$ cat src/rtl/alu_issue_stage.sv
// alu_issue_stage
//   Issue stage in front of the RV32I ALU. Decodes OP / OP-IMM / LUI / AUIPC
//   into ALU controls and operands, then buffers the result in a DEPTH-entry
//   FIFO so execute can stall without a combinational ready path to decode.
//
// Ports
//   clk, rst_n            clock, asynchronous active-low reset
//   in_valid / in_ready   upstream handshake (in_ready = count < DEPTH)
//   instr, pc             instruction word and address
//   rs1_data, rs2_data    register-file operands
//   flush                 drop all buffered entries and any same-cycle input
//   out_valid / out_ready downstream handshake (out_valid = count != 0)
//   alu_a, alu_b          ALU operands
//   alu_shamt             immediate shift amount
//   alu_sub_sra           subtract / arithmetic shift select
//   alu_func              ALU function code
//   rd, rd_we             destination register and write enable
//   illegal               instruction outside the supported set
module alu_issue_stage #(
    parameter int DEPTH = 2
) (
    input  logic        clk,
    input  logic        rst_n,
    input  logic        in_valid,
    output logic        in_ready,
    input  logic [31:0] instr,
    input  logic [31:0] pc,
    input  logic [31:0] rs1_data,
    input  logic [31:0] rs2_data,
    input  logic        flush,
    output logic        out_valid,
    input  logic        out_ready,
    output logic [31:0] alu_a,
    output logic [31:0] alu_b,
    output logic [4:0]  alu_shamt,
    output logic        alu_sub_sra,
    output logic [3:0]  alu_func,
    output logic [4:0]  rd,
    output logic        rd_we,
    output logic        illegal
);
    localparam int PW = (DEPTH > 1) ? $clog2(DEPTH) : 1;
    localparam int CW = $clog2(DEPTH + 1);
    localparam logic [CW-1:0] DEPTH_C = CW'(DEPTH);

    typedef struct packed {
        logic [31:0] a;
        logic [31:0] b;
        logic [4:0]  shamt;
        logic        sub_sra;
        logic [3:0]  func;
        logic [4:0]  rd;
        logic        rd_we;
        logic        illegal;
    } entry_t;

    // ---------------- decode ----------------
    entry_t      dec;
    logic        legal;
    logic [6:0]  opcode;
    logic [2:0]  f3;
    logic [6:0]  f7;
    logic [31:0] imm_i;
    logic [31:0] imm_u;

    assign opcode = instr[6:0];
    assign f3     = instr[14:12];
    assign f7     = instr[31:25];
    assign imm_i  = {{20{instr[31]}}, instr[31:20]};
    assign imm_u  = {instr[31:12], 12'b0};

    always_comb begin
        dec    = '0;
        legal  = 1'b0;
        case (opcode)
            7'b0110011: begin
                dec.a = rs1_data;
                dec.b = rs2_data;
                legal = (f7 == 7'b0000000) ||
                        (f7 == 7'b0100000 && (f3 == 3'b000 || f3 == 3'b101));
                case (f3)
                    3'b000: begin dec.func = 4'b0000; dec.sub_sra = f7[5]; end
                    3'b001: begin dec.func = 4'b0101; dec.b = {27'b0, rs2_data[4:0]}; end
                    3'b010: dec.func = 4'b1000;
                    3'b011: dec.func = 4'b1001;
                    3'b100: dec.func = 4'b0001;
                    3'b101: begin
                        dec.func    = 4'b0110;
                        dec.sub_sra = f7[5];
                        dec.b       = {27'b0, rs2_data[4:0]};
                    end
                    3'b110: dec.func = 4'b0010;
                    default: dec.func = 4'b0011;
                endcase
            end
            7'b0010011: begin
                dec.a = rs1_data;
                dec.b = imm_i;
                legal = 1'b1;
                case (f3)
                    3'b000: dec.func = 4'b0000;
                    3'b001: begin
                        dec.func  = 4'b0100;
                        dec.shamt = instr[24:20];
                        legal     = (f7 == 7'b0000000);
                    end
                    3'b010: dec.func = 4'b1000;
                    3'b011: dec.func = 4'b1001;
                    3'b100: dec.func = 4'b0001;
                    3'b101: begin
                        dec.func    = 4'b0111;
                        dec.shamt   = instr[24:20];
                        dec.sub_sra = instr[30];
                        legal       = (f7 == 7'b0000000) || (f7 == 7'b0100000);
                    end
                    3'b110: dec.func = 4'b0010;
                    default: dec.func = 4'b0011;
                endcase
            end
            7'b0110111: begin
                dec.b = imm_u;
                legal = 1'b1;
            end
            7'b0010111: begin
                dec.a = pc;
                dec.b = imm_u;
                legal = 1'b1;
            end
            default: legal = 1'b0;
        endcase
        // Illegal encodings reach execute as a harmless ADD 0+0 with no writeback.
        if (!legal) begin
            dec         = '0;
            dec.illegal = 1'b1;
        end
        dec.rd    = instr[11:7];
        dec.rd_we = legal && (instr[11:7] != 5'd0);
    end

    // ---------------- FIFO ----------------
    entry_t          mem [DEPTH];
    entry_t          head, head_n;
    logic [PW-1:0]   wr_ptr, rd_ptr, rd_ptr_n;
    logic [CW-1:0]   count, count_rem, count_n;
    logic            push, pop;

    assign in_ready  = (count < DEPTH_C);
    assign out_valid = (count != '0);

    always_comb begin
        push      = in_valid && in_ready && !flush;
        pop       = out_valid && out_ready && !flush;
        count_rem = pop ? count - CW'(1) : count;
        count_n   = push ? count_rem + CW'(1) : count_rem;
        rd_ptr_n  = pop ? rd_ptr + PW'(1) : rd_ptr;
        // The output register tracks the next head; when the FIFO goes
        // empty it keeps its previous contents. A push into an otherwise
        // empty FIFO is forwarded straight from decode.
        head_n    = head;
        if (count_n != '0)
            head_n = (push && count_rem == '0) ? dec : mem[rd_ptr_n];
    end

    always_ff @(posedge clk or negedge rst_n) begin
        if (!rst_n) begin
            count  <= '0;
            wr_ptr <= '0;
            rd_ptr <= '0;
            head   <= '0;
            for (int i = 0; i < DEPTH; i++) mem[i] <= '0;
        end else if (flush) begin
            count  <= '0;
            wr_ptr <= '0;
            rd_ptr <= '0;
        end else begin
            if (push) begin
                mem[wr_ptr] <= dec;
                wr_ptr      <= wr_ptr + PW'(1);
            end
            rd_ptr <= rd_ptr_n;
            count  <= count_n;
            head   <= head_n;
        end
    end

    assign alu_a       = head.a;
    assign alu_b       = head.b;
    assign alu_shamt   = head.shamt;
    assign alu_sub_sra = head.sub_sra;
    assign alu_func    = head.func;
    assign rd          = head.rd;
    assign rd_we       = head.rd_we;
    assign illegal     = head.illegal;
endmodule

$ cat config.mk
export PLATFORM = sky130hd
export DESIGN_NAME = alu_issue_stage
export DESIGN_NICKNAME = d
export VERILOG_FILES = /design/src/rtl/alu_issue_stage.sv
export SDC_FILE = /design/constraint.sdc
export NUM_CORES = 1
export LEC_CHECK = 0
export BUFFER_PORTS_ARGS = -buffer_cell sky130_fd_sc_hd__clkbuf_2
export CORE_MARGIN = 10
export CORE_UTILIZATION = 25
export CTS_CLUSTER_SIZE = 30
export DETAILED_ROUTE_END_ITERATION = 6
export REMOVE_ABC_BUFFERS = 1
export SYNTH_ARGS = -nofsm -noshare
export SYNTH_HDL_FRONTEND = slang
export SYNTH_SLANG_ARGS = --single-unit
$ cat constraint.sdc
create_clock -name clk -period 3.58 [get_ports clk]
set_input_delay 0.179 -clock clk [delete_from_list [all_inputs] [get_ports clk]]
set_output_delay 0.179 -clock clk [all_outputs]
set_load 0.01 [all_outputs]
==> results.txt <==
The flow ran to the end, and the final reports show no timing, DRC or antenna violations. The die height came out at 237.5 um. In the synthesized netlist the dominant register cell turns out to be dfrtp_1. After detailed routing, the number of remaining DRC violations is 0. In this run the cell area measured after placement is 13590 um^2. The cell area after synthesis came out at 11830 um^2. The tightest min-delay check is of the primary input to flop type. The sequential share of the synthesized area came out at 52.25%.

The worst setup path is launched from a flop. The yosys synthesis warning count came out at 0. The share of cells above drive strength 1 came out at 24.85%.

The classification of the worst setup path is flop to flop. The global-route usage over all layers is 14.33%. In this run, the clock network consumes 33.1% of the power. TritonCTS built the clock tree. The number of H-tree branching levels is 1. The number of global-route vias before repair is 11040. The required time of the critical path is 4.06 ns. After synthesis, the cell types taking the most area are dfrtp_1, nand2_1, o21ai_0, mux2_2, o221ai_1. The placeable core region is 46650 um^2. The final critical path time including I/O delays and setup is 2.852 ns. The worst hold path begins at rs1_data[30]. In this run switching power makes up 35.82% of total power. The proportion of power drawn by combinational gates is 31.6%. The average footprint of a synthesized cell is 9.464 um^2. Synthesis produced a netlist whose cell count is 1250. The count of cells in the finished layout, fillers not included, comes to 2154.

Clock latency on the worst-skew pair, taken at its later pin, is 0.57 ns. The number of CTS-inserted buffers came out at 30. The share of the clock period used by the worst path after layout is 79.67%. The critical-path maximum fanout is 30. The power density over cell area came out at 590.1 nW/um^2. The clock-pin slew of the registers on the worst-case setup and hold paths is 0.06 ns.

The final layout net count came out at 1657. The via count of the routed design came out at 10480. The data arrival time of the critical path is 3.33 ns. The maximum clock rate came out at 0.3506 GHz. The launching point of the worst reg2reg path is count[1]. The number of port buffers came out at 215. The floorplan step set the die width to 237.5 um. The internal power contribution is 5890 uW. The I/O pin total is 216.

Using the TritonRoute via totals, the vias-per-cell ratio works out to 4.863. The number of antenna violations at the first check in global routing is 2. The power consumption came out at 9176 uW. The pin count of the biggest net entering global routing is 130. The HPWL after detailed placement is 26.74 mm. Once detail routing completed, the nets flagged for antenna violations numbered 0.

The register share of total power came out at 35.3%. The final count of negative-setup-slack endpoints is 0. The violation count after the first detailed-routing iteration is 721. Ranked by instance count, the synthesized netlist is headed by nand2_1, dfrtp_1, o21ai_0. The slew of the pin with the lowest slew margin came out at 1.049 ns. The number of different library cells used by synthesis comes to 54. The share of the synthesized area in the top cell type is 52.25%. After detailed placement, the design holds a cell count of 2000. The switching power of the nets came out at 3286 uW. The critical path goes through inv_1 -> ha_1 -> nor3b_4 -> nand2_1 -> o21ai_0 -> ha_1 -> nand2_1 -> o211a_4 -> buf_4 -> a2111oi_0 -> a211oi_1. The maximum count of clock buffers along a single path is 3. The cell type of the slowest stage on the worst timing path is buf_4. The number of synthesized flops with an enable pin came out at 0.

The synthesized flop and latch total came out at 247. The highest cell delay on the worst timing path came out at 0.44 ns. The floorplan die area came out at 56420 um^2. Summing all flip-flop and latch instances after layout gives 6181 um^2. The area growth from synthesis to layout is 31.43%. The root buffer cell chosen for the clock tree is clkbuf_16. For this design the static power due to leakage is 0.006881 uW. The CTS sink count came out at 247. In the final routed layout, each cell accounts on average for 19.19 um.

The most frequent cell after synthesis is nand2_1. After floorplanning, the core was divided into 79 placement rows. The post-CTS setup buffer count is 0.

The number of instances on the worst hold path came out at 3. The largest vdd supply drop is 0.0006065 V. The initial cell density of the core came out at 25.36%. The worst pin sits at a relative slew slack of 30.09%. The number of pins exceeding their max-slew limit in the final report came out at 0. The aggregate global routing overflow came out at 0. The cell count of the worst reg-to-reg path came out at 11. The most area-hungry cell type in the Yosys netlist is dfrtp_1. After routing the design area is 15550 um^2. The most critical setup path has its startpoint at count[1].

The iteration count of the initial detailed-routing pass came out at 5. The multi-input logic area is 5229 um^2. The max-capacitance violation count is 0. The placer congestion estimate came out at 0.7478. The first global-routing pass estimated 64.87 mm of wire. The sum of routed wire length over all layers came out at 41.33 mm.

The fraction of registers with async set/reset came out at 100.0%. The hold violation count in the final report is 0. Setup repair after global routing left no endpoint under its margin. The clock arrives with 0.01180 ns of skew. The type of destination of the critical path is a flop.

The number of fill cells in the layout is 4715.
-- flip-flops by register name, summed over array words and instances (netlist names) --
name	flops
mem	162
alu_a	32
alu_b	32
alu_shamt	5
rd	5
alu_func	4
count	2
alu_sub_sra	1
illegal	1
rd_ptr	1
rd_we	1
wr_ptr	1
-- what timing repair did --
item,4_1_cts,5_1_grt
endpoints found under the hold margin,286,0
hold buffers,97,0
resized for setup,0,0
-- worst max-delay path: cells and delay by family (launching register included) --
family | cells | cell delay (ns)
AOI/OAI and AO/OA | 4 | 0.81
buffers and inverters | 2 | 0.54
adders and majority gates | 2 | 0.50
and+or+nand+nor | 3 | 0.50
DFF | 1 | 0.39
-- cell families (layout without fill, tap and decap cells) --
| family | count (synthesis) | in the layout | synth area share, % |
|---|---|---|---|
| muxes | 65 | 65 | 6.346 |
| other | 0 | 2 | 0 |
| AOI/OAI and AO/OA | 360 | 360 | 20.05 |
| and+or+nand+nor | 454 | 454 | 16.29 |
| xor gates and xnor gates | 6 | 6 | 0.5605 |
| DFF | 247 | 247 | 52.25 |
| buffers and inverters | 116 | 411 | 4.294 |
| adders and majority gates | 2 | 2 | 0.2115 |
-- worst paths after layout --
check / slack, ns / endpoint
max in group asynchronous: 2.13 / mem[36]
worst min register to register: 0.47 / mem[2]
worst max register to register: 0.73 / alu_func[1]
worst min-delay path: 0.01 / mem[79]
min in group asynchronous: 0.37 / mem[2]
worst max-delay path: 0.73 / alu_func[1]
-- cell type report --
cell class | count | area share, %
flip-flops and latches | 247 | 39.75
multi-input cells | 887 | 33.63
diodes | 2 | 0.03219
clock inverters | 12 | 0.7806
inverters | 12 | 0.2897
clock buffers | 43 | 5.536
well taps | 607 | 4.885
repair buffers | 344 | 15.10
-- layer usage --
layer	vias up	wire, um	track usage, %
met1	5199	18590	18.64
met4	2	711	3.476
met2	289	19260	23.56
met5	-	8	0
li1	4939	-	-
met3	46	2763	3.413
-- per-stage QoR --
stage	setup slack [ns]	util [%]	hold slack, ns	TNS (ns)
floorplan	-3.614	-	-0.1166	-265.05
global placement	0.7864	29.13	0.3898	0
detailed placement	0.7243	29.13	0.4105	0
CTS	0.7131	33.32	0.0005662	0
global route	0.4603	33.32	0.02059	0
finish	0.7279	33.33	0.01081	0
-- layout by cell type (no fill, tap or decap), types with 3 or more instances in the layout --
| cell type | Yosys | routed |
|---|---|---|
| a21o_1 | 5 | 5 |
| o22ai_1 | 7 | 7 |
| a2111oi_0 | 10 | 10 |
| o221ai_1 | 41 | 41 |
| nand3_1 | 25 | 25 |
| mux2_4 | 7 | 7 |
| nor2b_1 | 27 | 27 |
| nand2b_1 | 6 | 5 |
| a22oi_1 | 32 | 32 |
| a2111oi_2 | 3 | 3 |
| a2111oi_4 | 4 | 4 |
| clkbuf_8 | 0 | 4 |
| nand3b_1 | 7 | 7 |
| a211oi_1 | 18 | 18 |
| clkbuf_1 | 70 | 8 |
| dlygate4sd3_1 | 0 | 97 |
| buf_4 | 3 | 28 |
| xnor2_1 | 4 | 3 |
| dfrtp_1 | 247 | 247 |
| mux2_2 | 52 | 52 |
| o21ai_0 | 168 | 168 |
| mux2i_1 | 6 | 6 |
| inv_1 | 11 | 11 |
| clkbuf_16 | 0 | 31 |
| nand2_1 | 344 | 342 |
| buf_12 | 0 | 4 |
| clkbuf_2 | 0 | 214 |
| a211oi_2 | 4 | 4 |
| o211ai_1 | 14 | 14 |
| clkinvlp_4 | 0 | 3 |
| nor2_1 | 27 | 26 |
| or2_2 | 3 | 3 |
| a21oi_1 | 39 | 39 |
| a31oi_1 | 5 | 5 |
| clkinv_2 | 0 | 6 |
-- power by group through the flow --
stage / clock [uW] / sequential [uW] / combinational (uW)
5_1_grt: 3240 / 3270 / 3180
6_report: 3040 / 3240 / 2900
3_3_place_gp: 0 / 3280 / 2780
2_1_floorplan: 0 / 3310 / 1640
4_1_cts: 3130 / 3240 / 2930
3_5_place_dp: 0 / 3290 / 2830
Note: power is estimated with default switching activity, not from simulation.
